--- src/rtl/reg_pkg.sv ---
// Shared types for the reg_drain parallel-in/serial-out unloader.
package reg_pkg;

    typedef enum logic {
        IDLE  = 1'b0,
        DRAIN = 1'b1
    } drain_state_t;

endpackage

--- src/rtl/reg_drain_word.sv ---
// One WIDTH-bit buffer stage of the unloader.
// Priority per edge: reset, then clear, then parallel load, then shift-in, else hold.
module reg_drain_word #(
    parameter int WIDTH = 32
) (
    input  logic             clk,
    input  logic             rst_n,
    input  logic             clear,
    input  logic             load,
    input  logic             shift,
    input  logic [WIDTH-1:0] load_data,
    input  logic [WIDTH-1:0] shift_data,
    output logic [WIDTH-1:0] q
);

    // NOTE: sequential state uses non-blocking (<=) so every stage samples its
    // neighbour's pre-edge value; blocking here would ripple a word through the chain.
    always_ff @(posedge clk) begin
        if (!rst_n) begin
            q <= '0;
        end else if (clear) begin
            q <= '0;
        end else if (load) begin
            q <= load_data;
        end else if (shift) begin
            q <= shift_data;
        end
    end

endmodule

--- src/rtl/reg_drain.sv ---
// Snapshot-and-stream unloader: captures DEPTH words, emits oldest first on valid/ready.
// Optional feature macro: REG_DRAIN_PARITY_EN adds the registered even-parity output par_o.
module reg_drain
    import reg_pkg::*;
#(
    parameter  int WIDTH = 32,
    parameter  int DEPTH = 32,
    localparam int CNT_W = $clog2(DEPTH + 1)
) (
    input  logic                        clk_i,
    input  logic                        rst_i,
    input  logic                        load_i,
    input  logic [DEPTH-1:0][WIDTH-1:0] data_i,
    input  logic                        flush_i,
    input  logic                        ready_i,
    output logic                        valid_o,
    output logic [WIDTH-1:0]            data_o,
    output logic [CNT_W-1:0]            cnt_o,
    output logic                        busy_o,
    output logic                        done_o
`ifdef REG_DRAIN_PARITY_EN
    ,
    output logic                        par_o
`endif
);

    drain_state_t                state_q, state_d;
    logic [CNT_W-1:0]            cnt_q, cnt_d;
    logic                        valid_q, valid_d;
    logic                        done_q, done_d;
    logic                        load_en, shift_en, clear_en;
    logic                        beat;
    logic [DEPTH-1:0][WIDTH-1:0] buffer;
    logic [DEPTH-1:0][WIDTH-1:0] shift_src;

    assign beat = valid_q & ready_i;

    // Word k takes word k-1 on a beat; word 0 refills with zeros so a drained bank reads 0.
    for (genvar k = 0; k < DEPTH; k++) begin : g_word
        if (k == 0) begin : g_head
            assign shift_src[k] = '0;
        end else begin : g_body
            assign shift_src[k] = buffer[k-1];
        end

        // NOTE: the snapshot buffer is reset along with the control state, so
        // data_o reads 0 after reset instead of stale bank contents.
        reg_drain_word #(
            .WIDTH(WIDTH)
        ) u_word (
            .clk       (clk_i),
            .rst_n     (rst_i),
            .clear     (clear_en),
            .load      (load_en),
            .shift     (shift_en),
            .load_data (data_i[k]),
            .shift_data(shift_src[k]),
            .q         (buffer[k])
        );
    end

    // NOTE: every signal driven here gets a default first, so no path leaves it
    // unassigned and no latch is inferred.
    always_comb begin
        state_d  = state_q;
        cnt_d    = cnt_q;
        valid_d  = valid_q;
        done_d   = 1'b0;
        load_en  = 1'b0;
        shift_en = 1'b0;
        clear_en = 1'b0;

        unique case (state_q)
            IDLE: begin
                if (load_i) begin
                    load_en = 1'b1;
                    cnt_d   = CNT_W'(DEPTH);
                    valid_d = 1'b1;
                    state_d = DRAIN;
                end
            end
            DRAIN: begin
                if (flush_i) begin
                    clear_en = 1'b1;
                    cnt_d    = '0;
                    valid_d  = 1'b0;
                    state_d  = IDLE;
                end else if (beat) begin
                    shift_en = 1'b1;
                    cnt_d    = cnt_q - CNT_W'(1);
                    if (cnt_q == CNT_W'(1)) begin
                        valid_d = 1'b0;
                        done_d  = 1'b1;
                        state_d = IDLE;
                    end
                end
            end
        endcase
    end

    always_ff @(posedge clk_i) begin
        if (!rst_i) begin
            state_q <= IDLE;
            cnt_q   <= '0;
            valid_q <= 1'b0;
            done_q  <= 1'b0;
        end else begin
            state_q <= state_d;
            cnt_q   <= cnt_d;
            valid_q <= valid_d;
            done_q  <= done_d;
        end
    end

`ifdef REG_DRAIN_PARITY_EN
    logic [WIDTH-1:0] top_d;
    logic             par_q;

    // Predict the next head word so parity lands in the same cycle as data_o.
    always_comb begin
        top_d = buffer[DEPTH-1];
        if (load_en) begin
            top_d = data_i[DEPTH-1];
        end else if (clear_en) begin
            top_d = '0;
        end else if (shift_en) begin
            top_d = shift_src[DEPTH-1];
        end
    end

    always_ff @(posedge clk_i) begin
        if (!rst_i) begin
            par_q <= 1'b0;
        end else begin
            par_q <= valid_d & (^top_d);
        end
    end

    assign par_o = par_q;
`endif

    assign valid_o = valid_q;
    assign data_o  = buffer[DEPTH-1];
    assign cnt_o   = cnt_q;
    assign busy_o  = (state_q != IDLE);
    assign done_o  = done_q;

endmodule

--- config.mk ---
export PLATFORM = sky130hd
export DESIGN_NAME = reg_drain
export DESIGN_NICKNAME = d
export VERILOG_FILES = /design/src/rtl/reg_pkg.sv /design/src/rtl/reg_drain_word.sv /design/src/rtl/reg_drain.sv
export SDC_FILE = /design/constraint.sdc
export NUM_CORES = 2
export LEC_CHECK = 0
export CAP_MARGIN = 0
export CELL_PAD_IN_SITES_DETAIL_PLACEMENT = 1
export CELL_PAD_IN_SITES_GLOBAL_PLACEMENT = 2
export CORE_AREA = 2 2 420 422
export CTS_BUF_LIST = sky130_fd_sc_hd__clkbuf_8
export CTS_CLUSTER_DIAMETER = 120
export DETAILED_ROUTE_END_ITERATION = 10
export DIE_AREA = 0 0 422 424
export PLACE_DENSITY_LB_ADDON = 0.1
export SLEW_MARGIN = 20
export SYNTH_ARGS = -nofsm -noshare
export SYNTH_HDL_FRONTEND = slang
export SYNTH_SLANG_ARGS = --single-unit
--- constraint.sdc ---
create_clock -name clk_i -period 1.9 [get_ports clk_i]
set_input_delay 0.38 -clock clk_i [delete_from_list [all_inputs] [get_ports clk_i]]
set_output_delay 0.38 -clock clk_i [all_outputs]
set_load 0.01 [all_outputs]
==> qor.txt <==
run status: complete, no violations
switching power as a share of total power: 30.3%
placed cell areas: 59200 sq um
most frequently used cell type in the post-synthesis netlist: sky130_fd_sc_hd__nand2_1
Synth Net Count: 6736
number of antenna violations at the first check in global routing: 86
timing-limited maximum frequency: 537 MHz
pin count of the biggest net entering global routing: 56
max-slew violation count: 0
area fraction of the dominant cell type after synthesis: 46.4%
Top Family by Delay on Critical Path: buffers and inverters
max-capacitance violation count: 0
number of antenna-violating nets in the routed design: 0
internal power of the cells: 0.0406 W
Mapped Area: 44600 sq um
IO Pins: 1070
utilization after layout: 38.8%
commonest cells in the synthesized netlist: 1987 x sky130_fd_sc_hd__nand2_1, 1033 x sky130_fd_sc_hd__dfxtp_1, 1028 x sky130_fd_sc_hd__nor2_1
wire length per cell: 24.5 microns
Bufs and invs on worst path: 4
cell taking the most area after synthesis: sky130_fd_sc_hd__dfxtp_1
highest-delay cell along the critical path: sky130_fd_sc_hd__a311oi_1
Final period util: 98.1%
number of buffers inserted by port buffering: 1069
clock sink total: 1033
relative slew slack: 66.4%
area of all placed cells without fillers: 67900 sq um
DRC viols: 0
total routing resource utilization after global routing: 25.5%
standby leakage power: 25.0 nW
fraction of registers with async set or reset after synthesis: 0%
Initial Util: 25.5%
die span in y: 424 microns
Setup-failing EPs final: 0
count of yosys warnings during synthesis: 0
violation count after the first detailed-route iteration: 2896
share of post-route cells with drive strength above 1: 9.39%
Hold Crit Class: input port to flip-flop
CTS tree: yes
proportion of power drawn by combinational gates: 20.7%
later-pin clock latency in the skew report: 0.92 ns
Peak VDD IR: 0.563 mV
average cell area after synthesis: 7.82 sq um
register bit count reported by yosys: 1033
via count of the first global-routing pass: 49800
most frequent cell on the critical path: sky130_fd_sc_hd__buf_12
largest fanout on the critical path: 36
floorplan die width: 422 microns
Worst EP arrival: 2.64 ns
power share of the clock group: 36.7%
Layout Nets: 8231
TritonCTS Buffers: 196
power density over cell area: 859 nW/um^2
Min Clock Period, post-route: 1.86 ns
Core Region: 175000 sq um
crit end category: flip-flop
final clock skew: 0.0525 ns
Slowest Stage Delay on Critical Path: 0.34 ns
number of standard-cell rows in the floorplan: 154
share of total power in sequential cells: 42.6%
sequential-to-total area share from yosys stat: 46.4%
vias after detailed routing: 47400
largest cells by area after synthesis: sky130_fd_sc_hd__dfxtp_1 46%, sky130_fd_sc_hd__a311oi_1 19%, sky130_fd_sc_hd__nand2_1 17%, sky130_fd_sc_hd__nor2_1 8.7%, sky130_fd_sc_hd__buf_2 3.3%
combined flip-flop and latch cell area: 20700 sq um
number of flops mapped to enable cells by yosys: 0
data required time of the worst path: 2.67 ns
Detailed Route WL: 238000 microns
Worst Path Class, Setup: flip-flop to flip-flop
startpoint types: flip-flop
number of distinct library cell variants in the gate-level netlist after synthesis: 31
synthesized instance count: 5705
clock slew at reported path FFs: 0.06 ns
Die ar.: 179000 sq um
cells along the critical path: buf_4 -> nand4b_1 -> buf_6 -> nand2_4 -> buf_12 -> buf_12 -> nor2_1 -> a311oi_1
placer's final routability congestion estimate: 0.871
iteration count of the initial detailed-routing pass: 5
Post-DP HPWL: 187000 microns
Worst Max-Slew Pin Slew: 0.498 ns
global-route wire length before repair: 337000 microns
Layout area overhead: 52.3%
H-tree lvl count: 4
Multi-input gate area: 20600 sq um
grt total ovfl: 0
power dissipated by switching net loads: 0.0177 W
Longest Clk Path Bufs: 3
Vias per Instance: 4.88
final count of hold timing violations: 0
Main synth FF type: sky130_fd_sc_hd__dfxtp_1
unrepaired setup endpoints after global routing: yes
fill cell instance count of the final layout: 20900
clock root buffer: sky130_fd_sc_hd__clkbuf_8
==> sequential cells by signal, summed over array words and instances, names as in the netlist <==
| signal | count |
|---|---|
| done_o | 1 |
| valid_o | 1 |
| busy_o | 1 |
| cnt_o | 6 |
| g_word.u_word.q | 1024 |
==> final timing paths <==
path                       endpoint  slack [ns]                    from  depth (start not counted)
max reg2reg  g_word[17].u_word.q[4]        0.04                  busy_o                          8
min           g_word[9].u_word.q[1]        0.09             data_i[289]                          3
min reg2reg  g_word[6].u_word.q[28]        0.46  g_word[5].u_word.q[28]                          2
max          g_word[17].u_word.q[4]        0.04                  busy_o                          8
==> cell usage in the layout (no fill, tap or decap), drive strengths merged <==
cell           instances
a2111oi                1
a211oi                 2
a21boi                 1
a21oi                  2
a22oi                 32
a311oi               993
a31oi                  1
and2                   1
and3                   4
buf                  401
bufinv                 1
clkbuf               242
clkdlybuf4s50       1028
clkinv                 6
clkinvlp               5
dfxtp               1033
diode                 44
dlygate4sd3          459
ha                     2
inv                   87
nand2               1989
nand2b                 3
nand4b                 1
nor2                1028
nor2b                  2
nor3                   5
nor4bb                 1
o21a                   1
o21ai                  1
o22ai                  1
or3                    1
xnor2                  3
==> layer usage <==
metal / vias up / share of wire (%) / GRT usage, %
met5: - / 0.026 / 0
met4: 10 / 4.1 / 10.3
met3: 430 / 3.6 / 3.65
met2: 1134 / 53 / 47.8
met1: 22900 / 40 / 28.8
li1: 22900 / - / -
==> per-stage QoR <==
step	setup TNS [ns]	power (W)	std cells	worst slack, ns	hold slack [ns]
global placement	-329.23	0.0362	8869	-0.406	0.464
floorplan	0	0.0304	5705	0.337	0.458
CTS	-0.0760	0.0590	9667	-0.0431	0.000199
finish	0	0.0583	9721	0.0361	0.0904
global route	-0.329	0.0612	9706	-0.0760	0.0380
detailed placement	-328.11	0.0364	8869	-0.403	0.472
==> cell type report <==
| type | instances | area share (%) |
|---|---|---|
| multi-input cells | 4075 | 30.4 |
| flip-flops and latches | 1033 | 30.5 |
| clock inverters | 97 | 0.658 |
| repair buffers | 1892 | 29.2 |
| diodes | 44 | 0.162 |
| well taps | 2340 | 4.31 |
| clock buffers | 238 | 4.82 |
| inverters | 2 | 0.0111 |
==> timing repair <==
item                                    in CTS  in global routing
resized for setup                          200                 38
hold buffers                               459                  0
cloned                                       0                  5
setup buffers                                4                  5
pin swaps                                    0                 11
hold endpoints to repair                   459                  0
endpoints found under the setup margin      42                224
==> cell families after synthesis <==
group | after synthesis | synth area share, %
AOI/OAI and AO/OA | 1035 | 20.2
xor gates and xnor gates | 3 | 0.0589
and+or+nand+nor | 3034 | 25.7
DFF | 1033 | 46.4
adders and majority gates | 2 | 0.0561
buffers and inverters | 598 | 7.68
==> worst register-to-register path, delay by kind of cell, from the launching register on <==
kind	cells	cell delay, ns
AO/OA/AOI/OAI	1	0.34
buffers and inverters	4	0.71
flip-flops	1	0.33
AND/OR/NAND/NOR	3	0.39
==> power groups by stage <==
| stage | registers [W] | logic [W] | clock network (W) |
|---|---|---|---|
| after detailed placement | 0.0253 | 0.0111 | 0 |
| after global routing | 0.0250 | 0.0131 | 0.0231 |
| after CTS | 0.0249 | 0.0120 | 0.0221 |
| after floorplan | 0.0247 | 0.00566 | 0 |
| after global placement | 0.0253 | 0.0110 | 0 |
| final | 0.0248 | 0.0121 | 0.0214 |
Note: power is estimated with default switching activity, not from simulation.
